## src/rtl/adc_result_spi.sv

```systemverilog
// rtl/adc_result_spi.sv - multislope conversion result buffer served over a mode-0 SPI slave
//
// Captures the controller's up/down/run-down counts into a shadow buffer on each
// result_valid strobe and serves the latest result to an MCU as one frame:
//   {overrun, result_pending, seq[5:0], count_up, count_down, count_rundown}, MSB first.
// SPI is oversampled in the clk domain; SCK and CS_n pass through 3-flop synchronizers.
//
// Ports:
//   clk, rst_n           system clock, asynchronous active-low reset
//   result_valid         one-cycle capture strobe from the conversion controller
//   count_up/down/rundown  conversion counts, valid with result_valid
//   spi_clk, spi_cs_n    SPI SCK and chip select from the MCU (asynchronous)
//   spi_miso             serial data to the MCU
//   spi_miso_oe          MISO pad driver enable (active while CS_n is low)
//   result_pending       an unread result sits in the shadow buffer
//   overrun              sticky: a result was overwritten before being read
`timescale 1ns/1ps
module adc_result_spi #(
  parameter int WIDTH    = 32,
  parameter int SEQ_BITS = 6
) (
  input  logic             clk,
  input  logic             rst_n,
  input  logic             result_valid,
  input  logic [WIDTH-1:0] count_up,
  input  logic [WIDTH-1:0] count_down,
  input  logic [WIDTH-1:0] count_rundown,
  input  logic             spi_clk,
  input  logic             spi_cs_n,
  output logic             spi_miso,
  output logic             spi_miso_oe,
  output logic             result_pending,
  output logic             overrun
);

  localparam int FRAME  = 8 + 3 * WIDTH;
  localparam int DATA_W = 3 * WIDTH;
  localparam int CNT_W  = $clog2(FRAME);

  typedef enum logic [1:0] {
    IDLE  = 2'd0,
    LOAD  = 2'd1,
    SHIFT = 2'd2
  } state_t;

  state_t state, state_next;

  logic [2:0]          cs_sync;
  logic [2:0]          sck_sync;
  logic [DATA_W-1:0]   shadow;
  logic [SEQ_BITS-1:0] seq;
  logic [FRAME-1:0]    shreg;
  logic [CNT_W-1:0]    bit_cnt;
  logic [5:0]          seq_hdr;
  logic [7:0]          header;
  logic                cs_fall;
  logic                cs_rise;
  logic                sck_fall;
  logic                load_en;

  // ---------------------------------------------------------------------------
  // Input synchronizers. Reset to the bus idle levels so that releasing reset
  // with the MCU idle never looks like an edge.
  // ---------------------------------------------------------------------------
  always_ff @(posedge clk or negedge rst_n) begin
    if (!rst_n) begin
      cs_sync  <= 3'b111;
      sck_sync <= 3'b000;
    end else begin
      cs_sync  <= {cs_sync[1:0], spi_cs_n};
      sck_sync <= {sck_sync[1:0], spi_clk};
    end
  end

  assign cs_fall  =  cs_sync[2] & ~cs_sync[1];
  assign cs_rise  = ~cs_sync[2] &  cs_sync[1];
  assign sck_fall =  sck_sync[2] & ~sck_sync[1];

  assign spi_miso_oe = ~cs_sync[2];

  // Header carries exactly 6 sequence bits whatever SEQ_BITS is.
  generate
    if (SEQ_BITS >= 6) begin : g_seq_trunc
      assign seq_hdr = seq[5:0];
    end else begin : g_seq_ext
      assign seq_hdr = {{(6 - SEQ_BITS){1'b0}}, seq};
    end
  endgenerate

  assign header = {overrun, result_pending, seq_hdr};

  // ---------------------------------------------------------------------------
  // Frame state machine
  // ---------------------------------------------------------------------------
  always_ff @(posedge clk or negedge rst_n) begin
    if (!rst_n) begin
      state <= IDLE;
    end else begin
      state <= state_next;
    end
  end

  always_comb begin
    state_next = state;
    load_en    = 1'b0;
    case (state)
      IDLE: begin
        if (cs_fall) begin
          state_next = LOAD;
        end
      end
      LOAD: begin
        load_en    = 1'b1;
        state_next = SHIFT;
      end
      SHIFT: begin
        state_next = SHIFT;
      end
      default: begin
        state_next = IDLE;
      end
    endcase
    // CS deassertion aborts the frame from any state, including LOAD.
    if (cs_rise) begin
      state_next = IDLE;
      load_en    = 1'b0;
    end
  end

  // ---------------------------------------------------------------------------
  // Shift register and MISO. MISO is registered so the MCU sees a clean level
  // that only changes on our view of SCK falling.
  // ---------------------------------------------------------------------------
  always_ff @(posedge clk or negedge rst_n) begin
    if (!rst_n) begin
      shreg    <= '0;
      bit_cnt  <= '0;
      spi_miso <= 1'b0;
    end else if (cs_rise) begin
      shreg    <= '0;
      bit_cnt  <= '0;
      spi_miso <= 1'b0;
    end else if (load_en) begin
      shreg    <= {header, shadow};
      bit_cnt  <= CNT_W'(FRAME - 1);
      spi_miso <= header[7];
    end else if (state == SHIFT && sck_fall) begin
      // Zero fill means clocking past the end of the frame yields zeros.
      shreg    <= {shreg[FRAME-2:0], 1'b0};
      spi_miso <= shreg[FRAME-2];
      bit_cnt  <= (bit_cnt == '0) ? '0 : bit_cnt - CNT_W'(1);
    end
  end

  // ---------------------------------------------------------------------------
  // Result capture and status flags. A strobe coinciding with LOAD lands in the
  // shadow after LOAD has copied the old one, so it counts as a fresh unread
  // result rather than an overrun.
  // ---------------------------------------------------------------------------
  always_ff @(posedge clk or negedge rst_n) begin
    if (!rst_n) begin
      shadow         <= '0;
      seq            <= '0;
      result_pending <= 1'b0;
      overrun        <= 1'b0;
    end else begin
      if (result_valid) begin
        shadow <= {count_up, count_down, count_rundown};
        seq    <= seq + SEQ_BITS'(1);
      end

      if (result_valid) begin
        result_pending <= 1'b1;
      end else if (load_en) begin
        result_pending <= 1'b0;
      end

      if (load_en) begin
        overrun <= 1'b0;
      end else if (result_valid && result_pending) begin
        overrun <= 1'b1;
      end
    end
  end

endmodule
```

## config.mk

```make
export PLATFORM = sky130hd
export DESIGN_NAME = adc_result_spi
export DESIGN_NICKNAME = d
export VERILOG_FILES = /design/src/rtl/adc_result_spi.sv
export SDC_FILE = /design/constraint.sdc
export NUM_CORES = 1
export LEC_CHECK = 0
export BUFFER_PORTS_ARGS = -buffer_cell sky130_fd_sc_hd__buf_2
export CAP_MARGIN = 0
export CORE_ASPECT_RATIO = 0.9
export CORE_MARGIN = 3
export CORE_UTILIZATION = 40
export DETAILED_ROUTE_END_ITERATION = 10
export SYNTH_ARGS = -nofsm -noshare
export SYNTH_HDL_FRONTEND = slang
export SYNTH_SLANG_ARGS = --single-unit
```

## constraint.sdc

```tcl
create_clock -name clk -period 1.7 [get_ports clk]
set_input_delay 0.34 -clock clk [delete_from_list [all_inputs] [get_ports clk]]
set_output_delay 0.34 -clock clk [all_outputs]
set_load 0.005 [all_outputs]
```

* After elaboration in Yosys (flattened, before gate mapping)
Index checks and enable logic that the tools add are counted.
** Word-level totals
- Bits in registers :: 216
- Latch bits :: 0
- Memory bits (writable) :: 0
- ROM bits :: 0
- Output and inout port bits :: 4
- Logic and storage cells :: 41
- Memories kept :: 0
** Cells by class
- Add/sub/neg operators :: 1
- Multiply operators :: 0
- Div/mod/pow operators :: 0
- $lt $le $gt $ge :: 0
- Eq/ne operators :: 3
- Shift-type cells :: 0
- Mux-type cells :: 15
- Bitwise logic cells :: 6
- Reduce and logical (&&, ||, !) cells :: 7
** Operator list (count)
- two-way mux 103 bit :: 3
- two-way mux 1 bit :: 9
- adder 6 x 1 -> 6 bit, second input constant :: 1
- two-way mux 2 bit :: 2
- one-hot mux 2 bit (2 select lines) :: 1
- nonzero test 2 bit :: 2
- AND 1 bit :: 3
- != test 3 bit, second input constant :: 1
- NOT 1 bit :: 3
- nonzero test 3 bit :: 1
- == test 2 x 1 -> 1 bit, second input constant :: 1
- == test 2 bit, second input constant :: 1
- logical AND 1 bit :: 2
- logical NOT 2 bit :: 1
- OR reduction 2 bit :: 1

* Longest topological paths before layout
Gate-level depths: netlist of the first run.
- Depth in word-level cells :: 6
- Mapped depth :: 9
- Mapped depth without buffers :: 5

* Worst setup path after synthesis of the first run
OpenSTA, ideal clock, no wires.
- Kind :: register to register
- Start :: register cs_sync[2]
- End :: register shreg[16]
- Setup time :: 0.125 ns
- Arrival :: 1.727 ns
- Data required time :: 1.575 ns
- Setup slack :: -0.152 ns
- Stages on the path, launching flop included :: 9
- Path buffers :: 3
- Clock period less this slack :: 1.852 ns
- Path through :: dfstp_2 > inv_1 > ha_1 > buf_6 > nor2_1 > o21ai_2 > buf_6 > buf_6 > mux2_4
** Between the ends
- Cells in the longest elaborated chain, start to end :: 5
- Elaborated cells between the ends (all ways) :: 6
- Classes of those cells :: mux (3); bitwise (2); reduce/logical (1)
** Ends and longest elaborated chain
- start, declared :: RTL line 48 : logic [2:0] cs_sync;
- start signal, assigned :: RTL line 70 : cs_sync <= {cs_sync[1:0], spi_cs_n};
- NOT 1 bit (*)
- named net spi_miso_oe :: RTL line 31 : output logic spi_miso_oe,
- AND 1 bit (*) :: RTL line 76 : assign cs_rise = ~cs_sync[2] & cs_sync[1];
- two-way mux 1 bit :: RTL line 124 : if (cs_rise) begin
- two-way mux 103 bit :: RTL line 143 : end else if (load_en) begin
- two-way mux 103 bit :: RTL line 139 : end else if (cs_rise) begin
- end signal, assigned :: RTL line 144 : shreg <= {header, shadow};
- end signal, assigned :: RTL line 149 : shreg <= {shreg[FRAME-2:0], 1'b0};
- end, declared :: RTL line 52 : logic [FRAME-1:0] shreg;
Mark *: on every way through the listed nets, which the timed path passes. The rest lies on a longest branch.
A chain may end at the register's enable or synchronous reset.

* Worst setup path in the final report of the first run
- Start :: register cs_sync[2]
- End :: register shreg[65]
** Between the ends
- Cells in the longest elaborated chain, start to end :: 5
- Elaborated cells between the ends (all ways) :: 6
- Classes of those cells :: mux (3); bitwise (2); reduce/logical (1)
** Ends and longest elaborated chain (RTL line)
- NOT 1 bit (*) :: 76
- AND 1 bit (*) :: 76
- two-way mux 1 bit :: 124
- two-way mux 103 bit :: 143
- two-way mux 103 bit :: 139
Mark *: on every way between the ends. The rest lies on a longest branch, timed or not.

==> results.ini, run 1 <==
[die]
die_h_um=162
die_x_um=179
num_io_pins=105
core.rowCount=56
core_area_um2=26300
start_util=0.410
die-area_um2=29000

[worst_setup_path]
crit_path_start_kind=flop
criticalPathCategory=reg -> reg
cp-startpoint=cs_sync[2]
critPathRequiredTime_ns=2.11
cp.arrival_ns=2.17
path_max_fanout=23
cp-end-kind=flop
reg2reg_from=cs_sync[2]

[global_route]
grt_pass1_vias=7198
grt_overflow_total=0
grt_pass1_wl_um=36800
grt_antenna_before_repair=0
grt_max_degree=67
track_usage=0.153

[clocking]
cts_tree=yes
ctsRootBufferMaster=clkbuf_16
numCtsBuffers=25
cts_buffer_depth=3
cts.sinks=216
clkLatencyLatePin_ns=0.52
htree_num_levels=1
clkTransAtPathRegs_ns=0.06

[synth]
syn_inst=833
synth_area_leader_cell=dfrtp_1
synth_most_common_cell=dfrtp_1
syn-num-nets=941
synth_seq_area_share=0.500
syn_area_um2=10800
synth_area_leaders=dfrtp_1 (49%), mux2_2 (15%), nand4bb_1 (9.4%)
synthArstFlopShare=1.00
ys_seq_elements=216
synthFlopType=dfrtp_1
yosys-top-cells-count=dfrtp_1 (213), mux2_2 (141), nand2b_1 (97)
synth_area_per_cell_um2=13.0
synth-edff-count=0
synth_top_area_share=0.493
yosysUniqueCellTypes=29
ys_warn_count=0

[detailed_routing]
final_antenna_net_count=0
met3_length_um=814
vias_per_cell=5.13
routed_wl_um=23000
first_pass_iters=4
via_count=6780
dr_wl_met2_um=10800
met1Wirelength_um=10900
routedWlPerCell_um=17.4
drcViolationCount=0
top_layer=met4
drt_iter0_drc=299

[sta]
tns_ns=-3.21
holdWs_ns=0.0504
setup_viol=100
period_share=1.03
slew_violations=0
layout_setup_ws_ns=-0.0590
hold_viol=0
fmax_ghz=0.568
fin_skew_ns=0.0123
fin_crit_ns=1.76
rsz0062_at_grt=yes
max-slew-margin-rel=0.774
tightest_slew_ns=0.338

[pwr]
ir_worst_vdd_mv=0.926
leakage_nw=5.85
power_density_nw_per_um2=1390
power_mw=18.7

[cells_and_area]
drive_above_1_share=0.436
syn2layout_area_growth_pct=24.7
n_fill_cell=2324
regArea_um2=5410
multi_input_area_um2=5120
antenna_cells=0
nets=1065
final_cell_area_um2=13500

[placement]
gp_congestion=0.723
hpwlAfterDp_um=13900
dpl-instance-area_um2=12300
port_buffers=104

[hold_path]
hp-start=count_up[20]
min_path_type=in -> reg

[outcome]
status=finished, violations left
violations=negative setup slack

[flow_run]
drv_cap=0

## where the power goes
group          internal (mW)  total [mW]  switching, mW
clock network           3.25        5.38           2.12
registers               6.23        6.87          0.638
logic                   3.82        6.51           2.69
total                   13.3        18.7           5.45
## state kept, by name (all words and copies together), names as in the netlist
| name | count |
|---|---|
| overrun | 1 |
| cs_sync | 3 |
| spi_miso | 1 |
| state | 2 |
| seq | 6 |
| shreg | 103 |
| sck_sync | 3 |
| result_pending | 1 |
| shadow | 96 |
## cell type report
type,instances,area share
flip-flops and latches,216,0.401
multi-input cells,536,0.380
repair buffers,174,0.124
clock buffers,34,0.0534
well taps,348,0.0323
clock inverters,9,0.00780
inverters,4,0.00130
## cell usage in the layout, fill, tap and decap left out, drive strengths merged
master / count
dfrtp: 213
mux2: 200
buf: 164
o21ai: 100
nand2b: 97
nand4bb: 90
clkbuf: 41
nor2: 8
or4bb: 7
nand2: 7
ha: 7
mux2i: 6
inv: 6
clkinv: 4
nand3b: 3
xnor2: 3
dfstp: 3
dlygate4sd3: 3
nand4: 2
xor2: 2
bufinv: 2
nor2b: 1
o31ai: 1
a21o: 1
a2bb2oi: 1
clkinvlp: 1
## final timing paths
| path | cells past startpoint | slack [ns] | endpoint |
|---|---|---|---|
| worst max-delay path | 7 | -0.06 | shreg[65] |
| worst min-delay path | 2 | 0.05 | shadow[84] |
| worst max register to register | 7 | -0.06 | shreg[65] |
| worst min register to register | 0 | 0.37 | sck_sync[1] |
| max in group asynchronous | 3 | 0.80 | cs_sync[2] |
| min in group asynchronous | 2 | 0.25 | shreg[46] |
## critical path: stages (launching register included)
cell and delay [ns]:
dfstp_2 0.54, inv_4 0.05, ha_4 0.20, nor2b_4 0.15
buf_12 0.14, clkbuf_16 0.20, o21ai_0 0.10, mux2_4 0.26
## metrics by stage
| step | std cells | utilization | setup WS, ns |
|---|---|---|---|
| floorplan | 833 | - | -0.0412 |
| global placement | 1260 | 0.465 | -0.0438 |
| detailed placement | 1260 | 0.465 | -0.0545 |
| CTS | 1308 | 0.499 | -0.0559 |
| global route | 1321 | 0.512 | -0.123 |
| finish | 1321 | 0.512 | -0.0590 |
## logic make-up after synthesis
group / after synthesis / share of synthesized area
xor gates and xnor gates: 5 / 0.00405
DFF: 216 / 0.500
adders and majority gates: 7 / 0.00810
and+or+nand+nor: 215 / 0.166
AOI/OAI and AO/OA: 103 / 0.0488
buffers and inverters: 81 / 0.0381
muxes: 206 / 0.234
## metal layers
metal  vias to the layer above  global-route usage
li1                       3244                   -
met1                      3420               0.215
met2                        85               0.250
met3                        31              0.0262
met4                         0              0.0344
met5                         -                   0
## timing repair
item,CTS,global route
pin swaps,1,2
hold endpoints to repair,193,0
endpoints found under the setup margin,97,102
hold buffers,3,0
gates resized for setup,16,66
cloned,0,8
setup buffers,2,5
Power figures use the tool's default switching activity.
==> run 2, diff against run 1 <==
Settings changed: PLACE_DENSITY set to 0.66, SLEW_MARGIN set to 10, TNS_END_PERCENT set to 100.
==> run 2 against run 1 <==
Effect of this change:
- the flow still finishes with violations (negative setup slack)
- hold slack gained 0.0050 ns
- die area unchanged
- clock power grew 10%
- final cell count up 0.53%
- setup slack worse by 0.036 ns
- fmax is 2.0% lower
- count of clock-buffer cells in the layout is 2 lower
- via count up 2.9%
- combinational power rose by 5.2%
- non-clock buffer count grew 7
- global-route usage increased by 1.2 points
- critical path type unchanged
==> results.ini, run 2 (synthesis gave the netlist of run 1 again) <==
[worst_setup_path]
crit_chain=ha_4 > nor2_4 > o21ai_4 > buf_12 > clkbuf_16 > mux2_2
cp-end-kind=flop
critPathSlowestCell=dfstp_2
cp_top_family=flip-flops
cp.arrival_ns=2.19  ; +0.02 ns
crit_path_start_kind=flop
path_max_fanout=8  ; -65%
critPathRequiredTime_ns=2.10  ; about the same
r2r_setup_slack_ns=-0.1  ; -0.04 ns
critPathMaxStageDelay_ns=0.57  ; +0.03 ns
crit_buf_inv=2  ; -1
criticalPathCategory=reg -> reg

[die]
start_util=0.410  ; unchanged
die-area_um2=29000  ; unchanged
die_h_um=162  ; unchanged
core_area_um2=26300  ; unchanged
die_x_um=179  ; unchanged
num_io_pins=105  ; unchanged
core.rowCount=56  ; unchanged

[cells_and_area]
final_common_cell=dfrtp_1
antenna_cells=0  ; unchanged
n_fill_cell=2250  ; -3.2%
drive_above_1_share=0.443  ; +0.00709
nets=1071  ; +0.56%
final_util=0.524  ; +0.0120
top_register=shreg
largestRegisters=shreg (103), shadow (96), seq (6)
multi_input_area_um2=5200  ; +1.7%
final_cell_area_um2=13800  ; +2.3%
mostFrequentLayoutCells=dfrtp_1 (213), mux2_2 (108), buf_2 (101)
regArea_um2=5410  ; unchanged
largest_register_ffs=103  ; unchanged
syn2layout_area_growth_pct=27.6
final_cells=1328  ; +0.53%

[pwr]
ir_worst_vdd_mv=0.787  ; -15%
power_density_nw_per_um2=1420  ; +2.5%
leakage_nw=6.02  ; +2.9%

[detailed_routing]
routedWlPerCell_um=18.5  ; +6.4%
final_antenna_net_count=0  ; unchanged
drt_iter0_drc=341  ; +14%
vias_per_cell=5.26  ; +2.4%
routed_wl_um=24600  ; +7.0%
via_count=6979  ; +2.9%
first_pass_iters=4  ; unchanged
drcViolationCount=0  ; unchanged

[clocking]
clkTransAtPathRegs_ns=0.06  ; about the same
cts_tree=yes
htree_num_levels=1  ; unchanged
numCtsBuffers=24  ; -4.0%
clkLatencyLatePin_ns=0.51  ; about the same
cts_buffer_depth=3  ; unchanged
ctsRootBufferMaster=clkbuf_16
cts.sinks=216  ; unchanged

[sta]
fin_skew_ns=0.00882  ; -0.00351 ns
max-slew-margin-rel=0.724  ; -0.0500
fmax_ghz=0.557  ; -2.0%
tns_ns=-5.89  ; -2.68 ns
hold_viol=0  ; unchanged
fin_crit_ns=1.80  ; +0.0362 ns
period_share=1.06  ; +0.0213
slew_violations=0  ; unchanged
tightest_slew_ns=0.413  ; +0.0750 ns
setup_viol=103  ; +3.0%
layout_setup_ws_ns=-0.0953  ; -0.0362 ns
rsz0062_at_grt=yes

[placement]
hpwlAfterDp_um=14200  ; +2.4%
dpl-instance-area_um2=12000  ; -1.8%
port_buffers=104  ; unchanged
place_inst=1254  ; -0.48%
gp_congestion=0.715  ; -1.2%

[global_route]
track_usage=0.165  ; +0.0117
grt_max_degree=66  ; -1.5%
grt_overflow_total=0  ; unchanged
grt_pass1_wl_um=39000  ; +6.0%
grt_pass1_vias=7365  ; +2.3%
grt_antenna_before_repair=0  ; unchanged

[outcome]
status=finished, violations left
violations=negative setup slack

[flow_run]
drv_cap=0  ; unchanged

[hold_path]
min_path_type=in -> reg

## run 2: changes by cell type in the layout (fill, tap and decap cells not counted), sizes merged
| cell | delta |
|---|---|
| bufinv | +4 |
| buf | +4 |
| clkbuf | +1 |
| inv | -1 |
| clkinv | -1 |
## run 2: through the flow
| stage | total power, mW | setup WS [ns] | hold slack, ns |
|---|---|---|---|
| after floorplan | 10.9 | -0.0412 | 0.0444 |
| after global placement | 12.2 | -0.0528 | 0.286 |
| after detailed placement | 12.3 | -0.0772 | 0.278 |
| after CTS | 19.0 | -0.0830 | 0.0334 |
| after global routing | 20.7 | -0.159 | 0.0309 |
| final | 19.7 | -0.0953 | 0.0555 |
## run 2: worst reg2reg max path, stage by stage, from the launching register on
cell       delay [ns]
dfstp_2          0.57
ha_4             0.21
nor2_4           0.06
o21ai_4          0.11
buf_12           0.21
clkbuf_16        0.19
mux2_2           0.33
## run 2: power by group
group          switching, mW  leakage [nW]  internal, mW
clock                   2.11         0.448          3.81
combinational           2.85          2.88          4.00
sequential             0.664          2.69          6.23
## run 2: repair_timing
item,CTS,global route
buffers inserted,8,3
endpoints found under the hold margin,36,0
pin swaps,5,5
gates cloned,7,10
hold buffers,3,0
endpoints found under the setup margin,104,105
gates resized for setup,51,63
## run 2: metal layers
| layer | wire, µm | up-vias | track usage |
|---|---|---|---|
| li1 | - | 3262 | - |
| met1 | 11600 | 3585 | 0.225 |
| met2 | 11800 | 101 | 0.280 |
| met3 | 766 | 31 | 0.0250 |
| met4 | 447 | 0 | 0.0348 |
| met5 | 0 | - | 0 |
## run 2: final timing paths
kind,cells after the start,start,endpoint
worst min register to register,0,cs_sync[0],cs_sync[1]
worst min-delay path,2,count_up[25],shadow[89]
worst max-delay path,6,cs_sync[1],shreg[91]
worst max register to register,6,cs_sync[1],shreg[91]
max in group asynchronous,3,rst_n,shreg[6]
min in group asynchronous,2,rst_n,shreg[77]
## run 2: final cells by class
| class | instances | share of cell area |
|---|---|---|
| Sequential cell | 216 | 0.392 |
| Multi-Input combinational cell | 536 | 0.377 |
| Inverter | 4 | 0.00127 |
| Clock buffer | 32 | 0.0509 |
| Tap cell | 348 | 0.0316 |
| Timing Repair Buffer | 181 | 0.132 |
| Clock inverter | 11 | 0.0153 |
==> run 3, diff against run 2 <==
Settings changed: CTS_BUF_LIST set to sky130_fd_sc_hd__clkbuf_4.
==> run 3 against run 2 <==
Effect of this change:
- the run still ends with negative setup slack left
- critical path depth increased by 2
- hold slack improved by 0.018 ns
- count of clock-buffer cells in the layout increased by 60
- final cell count rose by 12%
- setup slack worse by 0.10 ns
- largest power group unchanged
==> results.ini, run 3 (synthesis gave the netlist of run 1 again) <==
[worst_setup_path]
cp.arrival_ns=2.44  ; +0.25 ns
reg2reg_depth=8  ; +2
critPathRequiredTime_ns=2.24  ; +0.14 ns
cp_top_family=flip-flops
crit_top_cell=buf_12
reg2reg_from=cs_sync[2]
critPathSlowestCell=dfstp_2
crit_buf_inv=4  ; +2
r2r_end=shreg[45]
path_max_fanout=9  ; +1
criticalPathCategory=reg -> reg
crit_chain=inv_4 > buf_12 > ha_4 > nor2_4 > o21ai_4 > buf_12 > clkbuf_16 > mux2_4
crit_path_start_kind=flop
critPathMaxStageDelay_ns=0.54  ; -0.03 ns
r2r_setup_slack_ns=-0.20  ; -0.10 ns
cp-end-kind=flop

[placement]
hpwlAfterDp_um=14200  ; unchanged
place_inst=1254  ; unchanged
gp_congestion=0.715  ; unchanged
dpl-instance-area_um2=12000  ; unchanged
port_buffers=104  ; unchanged

[die]
die-area_um2=29000  ; unchanged
die_h_um=162  ; unchanged
core_area_um2=26300  ; unchanged
num_io_pins=105  ; unchanged
start_util=0.410  ; unchanged
die_x_um=179  ; unchanged
core.rowCount=56  ; unchanged

[sta]
fin_crit_ns=1.90  ; +0.105 ns
rsz0062_at_grt=yes
fin_skew_ns=0.0482  ; +0.0394 ns
fmax_ghz=0.526  ; -5.5%
tns_ns=-16.55  ; -10.66 ns
layout_setup_ws_ns=-0.200  ; -0.105 ns
max-slew-margin-rel=0.725  ; +0.000953
hold_viol=0  ; unchanged
holdWs_ns=0.0732  ; +0.0177 ns
period_share=1.12  ; +0.0617
tightest_slew_ns=0.412  ; -0.00143 ns
setup_viol=104  ; +0.97%
slew_violations=0  ; unchanged

[detailed_routing]
vias_per_cell=5.10  ; -3.0%
routedWlPerCell_um=18.2  ; -1.7%
dr_wl_met2_um=13300  ; +13%
via_count=7598  ; +8.9%
drcViolationCount=0  ; unchanged
routed_wl_um=27100  ; +10%
top_layer=met4
met3_length_um=1090  ; +42%
final_antenna_net_count=0  ; unchanged
first_pass_iters=4  ; unchanged
met1Wirelength_um=12200  ; +5.5%
drt_iter0_drc=367  ; +7.6%

[clocking]
htree_num_levels=2  ; +1
cts_buffer_depth=3  ; unchanged
clkTransAtPathRegs_ns=0.07  ; about the same
numCtsBuffers=57  ; +140%
clkLatencyLatePin_ns=0.69  ; +0.18 ns
cts_tree=yes
ctsRootBufferMaster=clkbuf_4
cts.sinks=216  ; unchanged

[global_route]
grt_antenna_before_repair=1  ; +1
grt_max_degree=66  ; unchanged
grt_pass1_vias=8321  ; +13%
grt_overflow_total=0  ; unchanged
grt_pass1_wl_um=43000  ; +10%
track_usage=0.184  ; +0.0191

[pwr]
ir_worst_vdd_mv=0.795  ; +1.1%
power_density_nw_per_um2=1230  ; -14%
leakage_nw=6.45  ; +7.2%

[cells_and_area]
largestRegisters=shreg (103), shadow (96), seq (6)
drive_above_1_share=0.439  ; -0.00377
largest_register_ffs=103  ; unchanged
mostFrequentLayoutCells=dfrtp_1 (213), mux2_2 (130), buf_2 (101)
final_common_cell=dfrtp_1
top_register=shreg
nets=1207  ; +13%
n_fill_cell=2192  ; -2.6%
final_cell_area_um2=14700  ; +6.9%
syn2layout_area_growth_pct=36.4
final_cells=1490  ; +12%

[hold_path]
hp-start=result_valid
whs_path_depth=2  ; unchanged
hold_end=seq[0]
min_path_type=in -> reg

[outcome]
status=finished, violations left
violations=negative setup slack

[flow_run]
drv_cap=0  ; unchanged

## run 3: changes by cell type in the layout (fill, tap and decap cells not counted), sizes merged
| cell | change |
|---|---|
| clkinv | +5 |
| clkbuf | +60 |
| dlygate4sd3 | +96 |
| bufinv | -6 |
| diode | +1 |
| clkinvlp | -1 |
| buf | +7 |
## run 3: how the worst max path moves through the flow
stage,from,end,slack [ns],cells after the start
after CTS,cs_sync[2],spi_miso_oe,-0.17,3
after global routing,cs_sync[2],shreg[25],-0.23,8
final,cs_sync[2],shreg[45],-0.20,8
after detailed placement,cs_sync[1],shreg[82],-0.08,5
after floorplan,cs_sync[2],shreg[67],-0.04,9
after global placement,cs_sync[2],shreg[25],-0.05,6
## run 3: layer usage
layer / vias to the layer above / track usage
li1: 3563 / -
met1: 3822 / 0.238
met2: 162 / 0.312
met3: 51 / 0.0358
met4: 0 / 0.0576
met5: - / 0
## run 3: where the power goes
part,total [mW],leakage [nW],switching (mW),internal (mW)
Combinational,6.66,3.31,2.81,3.85
Clock,4.54,0.443,2.11,2.42
Sequential,6.91,2.69,0.686,6.23
Total,18.1,6.45,5.61,12.5
## run 3: cell type report
cell class	count	area (µm²)	area share
Sequential cell	216	5410	0.367
Multi-Input combinational cell	536	5180	0.351
Timing Repair Buffer	284	2970	0.202
Clock inverter	9	38.8	0.00263
Clock buffer	92	691	0.0468
Tap cell	348	435	0.0295
Inverter	4	17.5	0.00119
Antenna cell	1	2.50	0.000170
## run 3: stage by stage
| stage | power (mW) | setup WS [ns] | utilization |
|---|---|---|---|
| floorplan | 10.9 | -0.0412 | - |
| global placement | 12.2 | -0.0528 | 0.457 |
| detailed placement | 12.3 | -0.0772 | 0.457 |
| CTS | 17.8 | -0.171 | 0.548 |
| global route | 19.2 | -0.234 | 0.560 |
| finish | 18.1 | -0.200 | 0.560 |
## run 3: worst register-to-register path: cells and delay by family (launching register included)
kind	cells	cell delay [ns]
flops	1	0.54
buf+inv	4	0.52
mux	1	0.30
fa+ha+maj	1	0.20
simple gates	1	0.14
compound gates	1	0.08
## run 3: what timing repair did
action / CTS / global route
hold buffers: 99 / 0
hold endpoints to repair: 314 / 0
pin swaps: 13 / 23
buffers inserted: 12 / 1
setup endpoints to repair: 104 / 107
resized for setup: 60 / 43
cloned: 14 / 11
